`config.mk`:
```
export PLATFORM = sky130hd
export DESIGN_NAME = sseg_scan_ctrl
export DESIGN_NICKNAME = d
export VERILOG_FILES = /design/src/rtl/sseg_scan_ctrl.sv
export SDC_FILE = /design/constraint.sdc
export NUM_CORES = 1
export LEC_CHECK = 0
export ABC_AREA = 1
export CAP_MARGIN = 5
export CORE_MARGIN = 3
export CORE_UTILIZATION = 49
export DETAILED_ROUTE_END_ITERATION = 8
export PLACE_DENSITY = 0.78
export SETUP_SLACK_MARGIN = 0.3
export SLEW_MARGIN = 20
export SYNTH_ARGS = -nofsm -noshare
export SYNTH_HDL_FRONTEND = slang
export SYNTH_SLANG_ARGS = --single-unit
```
`constraint.sdc`:
```
create_clock -name clk -period 3.6 [get_ports clk]
set_input_delay 0.9 -clock clk [delete_from_list [all_inputs] [get_ports clk]]
set_output_delay 0.9 -clock clk [all_outputs]
set_load 0.005 [all_outputs]
```
`src/rtl/sseg_scan_ctrl.sv`:
```
// Scan controller for an 8-digit multiplexed seven-segment display: drives the
// segment-mux select, the active-low anodes with a dead-time gap, and slot/frame ticks.
module sseg_scan_ctrl #(
    parameter int DIV  = 100000,
    parameter int DEAD = 1000
) (
    input  logic       clk,
    input  logic       reset,
    input  logic       en,
    input  logic [7:0] blank,
    output logic [2:0] sel,
    output logic [7:0] an,
    output logic       slot_tick,
    output logic       frame_tick
);

    localparam int CW = $clog2(DIV);
    localparam logic [CW-1:0] LAST = CW'(DIV - 1);

    typedef enum logic {IDLE, SCAN} state_t;

    state_t        state;
    logic [CW-1:0] cnt;
    logic          in_dead;
    logic          active;
    logic          slot_end;

    // With no dead time the comparison would be constant, so it is elided.
    generate
        if (DEAD == 0) begin : g_no_dead
            assign in_dead = 1'b0;
        end else begin : g_dead
            assign in_dead = (cnt < CW'(DEAD));
        end
    endgenerate

    assign active   = (state == SCAN) && en;
    assign slot_end = active && (cnt == LAST);

    always_ff @(posedge clk or posedge reset) begin
        if (reset) begin
            state      <= IDLE;
            cnt        <= '0;
            sel        <= '0;
            an         <= 8'hFF;
            slot_tick  <= 1'b0;
            frame_tick <= 1'b0;
        end else begin
            slot_tick  <= slot_end;
            frame_tick <= slot_end && (sel == 3'd7);
            an         <= (active && !in_dead && !blank[sel]) ? ~(8'b1 << sel) : 8'hFF;
            case (state)
                IDLE: begin
                    if (en) begin
                        state <= SCAN;
                    end
                end
                SCAN: begin
                    // Dropping en restarts the current digit's slot rather than skipping it.
                    if (!en) begin
                        state <= IDLE;
                        cnt   <= '0;
                    end else if (slot_end) begin
                        cnt <= '0;
                        sel <= sel + 3'd1;
                    end else begin
                        cnt <= cnt + CW'(1);
                    end
                end
                default: state <= IDLE;
            endcase
        end
    end

    a_an_onehot_low: assert property (@(posedge clk) disable iff (reset) $onehot0(~an));

endmodule
```
==> metrics list <==
- Outcome: finished clean
- IR drop worst, VDD: approximately 0.00021 V
- Input and output buffers added on the ports amount to 23.
* Maximum clock rate: around 0.43 GHz
* Total power per unit cell area: ~320 nW/um2
- Post-Syn Nets: approximately 260
* Count of antenna-violating nets left after detailed routing: 0
* Clk pwr share: a little over two fifths
- Gate family responsible for the most delay along the worst path: buffers and inverters
- Fill cells in the final layout number ~300.
- The worst hold path begins at cnt[16]$_DFFE_PP0P_.
- After detailed routing, the met2 layer carries roughly 1700 um of wire.
- For this block, the initial DRC count from the detailed router was 58.
- For this run, the total global-route usage over all layers was measured as 19.93%.
* Worst Setup Start Kind: flop
* Final routed DRC violation total: 0
- Delay of the slowest critical-path stage: about 0.56 ns
- Summing all placed instances gives a cell area of around 2000 um2.
* Overall die width: 66.07 um
- On the critical path, the stage with the largest delay is an instance of clkdlybuf4s50_1.
- The repair_antennas step left the layout with diodes totalling 0.
* Area of the multi-input gates: roughly 880 um2
- The number of clock buffers added by TritonCTS is 5.
- Detailed placer's ending HPWL: ~2700 um
* Post-synthesis instance area: roughly 1800 um2
* Initial standard-cell utilization of the core: roughly half
- Number of buffers on the longest clock path: 2
- Final nets: around 280
- Subtracting the final worst setup slack from the clock period gives around 2.3 ns.
* Vias in the first global route: around 1400
- Along the worst path, the maximum fanout reaches 11.
- Net switching power figure: ~0.15 mW
- Once routing completed, OpenROAD measured the worst setup slack at between 1 and 1.5 ns.
- Critical path startpoint: sel[2]$_DFFE_PP0P_
* Category of the most critical setup path: flop to primary output
* Std cell rows: 21
- Post-Route Skew: ~0.010 ns
* Number of synthesized register bits: 31
- In the finished design, the share of the clock period the worst path needs comes to around 65%.
* Synth cell types: 23
* Sinks on Clock Net: 31
- Of the total power, combinational logic draws under 10%.
* Worst reg-to-reg setup slack: 1.94 ns
- The core region is between 3000 and 4000 um2.
- Entering global routing, the biggest net connects 25 pins.
- Buffering stage count on the worst path with inverters included: 1
- Area of all placed cells without fillers: 2131 um2
- Cell at the root of the clock tree: clkbuf_4
- Of the cells placed in the final design, the portion with a size suffix greater than 1 is around a tenth.
- Setup repair after global routing missed its margin: no
* Number of gates resized after CTS: 0
- In this run the tightest slew margin relative to its limit is about two fifths.
* Routed wire length on met3: 203 um
- Setup violations remaining at the end of the flow were counted as 0.
- The initial antenna violation count is 0.
- The final route contains about 1600 vias.
- RR Startpoint: cnt[0]$_DFFE_PP0P_
* Sum of negative setup slack: 0 ns
- Global-route wire length before repair: 6603 um
- Of the post-synthesis cell area, the dominant cell type holds 32.55%.
* Per-instance average area after synthesis: ~7.4 um2
* Mean routed wirelength per cell: between 10 and 15 um
- The Yosys step of the flow raised 0 warnings.
* Placed Cells: about 310
- The congestion estimate from routability-driven global placement came to a little under 0.9.
* CP Data Arrival Time: between 1 and 1.5 ns
- Total wire length: between 3000 and 4000 um
- The cell count after synthesis came out at 238.
- Worst endpoint required time: approximately 2.7 ns
- Post CTS Setup Buffer Count: 0
- Area of the die: 4365 um2
- Series of cell instances along the critical path: clkdlybuf4s50_1
- The pre-antenna-repair detailed-routing pass consisted of 4 iterations.
- Capturing element type of the critical path: primary output
- Fraction of the yosys area taken by sequential cells: between 40% and 50%
- Reg area: approximately 790 um2
* Fraction of power consumed by sequential logic: a little over half
- The max-slew violation count was 0.
* Boundary Pins: 24
* Clock latency on the worst-skew pair: 0.33 ns
- Placement Setup Slack: 1.195 ns
- Top cell type by total area after synthesis: dfrtp_1
- Worst-path clk slew: about 0.10 ns
* Switching Fraction: 21.80%
* Count of final hold-check violations: 0
* Clock tree from TritonCTS: built
* Slew at the pin with the worst max-slew slack: a little over 0.9 ns
- CTS built an H-tree with a depth of 2.
* Highest metal layer used by the detailed router: met4
* DIE HEIGHT: roughly 66 um
- Sorting the synthesized cells by area gives the leading types as dfrtp_1 33%, nand2_1 20%, dfstp_2 12%, nor2_1 6.2%, nand4_1 5.3%.
- Met1 Wirelength: 1808 um
- For this run the aggregate overflow at the end of global routing stands at 0.
* Count of maximum capacitance violations: 0
- Routed vias/inst: between 5 and 6
- Cells fill around 62% of the core in the end.
- Cell leakage power: a little under 1 nW
- Hold buffer count at CTS: 0
* Layout area overhead: 20.52%
* Final standard cell count with taps included and fillers excluded: ~310
* Class of the most critical hold timing path: flop to flop
- Internal portion of total power: between 0.5 and 0.6 mW
-- layout by cell type (no fill, tap or decap), drive strengths merged, types with 4 or more instances in the layout --
cell           Yosys  routed
inv               21      21
ha                 7       7
dfstp              8       8
clkbuf             2       6
o21ai              7       7
clkdlybuf4s50      0      23
nand3             14      14
nand4             15      15
nand2             97      97
nor2              32      32
dfrtp             23      23
xor2               4       4
-- final cells by class --
class / instances / area share [%]
well taps: 46 / 2.701
clock inverters: 2 / 1.644
inverters: 22 / 3.876
repair buffers: 24 / 11.16
flip-flops and latches: 31 / 36.88
multi-input cells: 182 / 41.34
clock buffers: 6 / 2.408
-- routing by layer --
metal | GRT usage (%) | vias to the layer above
li1 | - | 807
met5 | 0 | -
met2 | 28.54 | 44
met1 | 28.59 | 706
met4 | 6.599 | 0
met3 | 5.952 | 9
-- Yosys cell counts --
cell and number:
nand2_2 1, clkinv_1 1, a21oi_4 1, nand3_2 1
inv_1 20, o21ai_0 7, nand2_1 96, xor2_1 4
nand3_1 13, nor3_1 1, nor2_1 29, nor3_2 1
or2_2 1, clkbuf_1 2, buf_6 1, xnor2_1 2
ha_1 7, dfstp_2 8, nor2_4 1, inv_2 1
dfrtp_1 23, nand4_1 15, nor2_2 2
-- flip-flops by register name, indices dropped and copies added (netlist names) --
signal / count
slot_tick: 1
sel: 3
frame_tick: 1
state: 1
cnt: 17
an: 8
-- final timing paths --
| path | end | depth (start not counted) |
|---|---|---|
| min in group asynchronous | sel[2]$_DFFE_PP0P_ | 2 |
| setup reg to reg | cnt[7]$_DFFE_PP0P_ | 8 |
| setup / recovery | sel[2] | 1 |
| hold / removal | cnt[16]$_DFFE_PP0P_ | 2 |
| hold reg to reg | cnt[16]$_DFFE_PP0P_ | 2 |
| max in group asynchronous | an[5]$_DFF_PP1_ | 3 |
-- metrics by stage --
stage,power [mW],hold WS (ns)
after global placement,0.4025,0.5174
after global routing,0.7196,0.5966
after floorplan,0.3862,0.4860
after detailed placement,0.4037,0.5180
final,0.6824,0.5459
after CTS,0.6884,0.5416
-- cell families after synthesis --
kind of cell    after synthesis  share of synthesized area [%]
fa+ha+maj                     7                          4.954
xor+xnor                      6                          2.972
compound gates                8                          2.902
simple gates                161                          38.99
buf+inv                      25                          5.732
flops                        31                          44.44
-- power groups by stage --
stage	registers [mW]	logic, mW	clock network [mW]
2_1_floorplan	0.364	0.0224	0
3_3_place_gp	0.365	0.0375	0
3_5_place_dp	0.365	0.0386	0
4_1_cts	0.359	0.0386	0.291
5_1_grt	0.360	0.0439	0.316
6_report	0.359	0.0381	0.285
(Power assumes the default switching activity.)
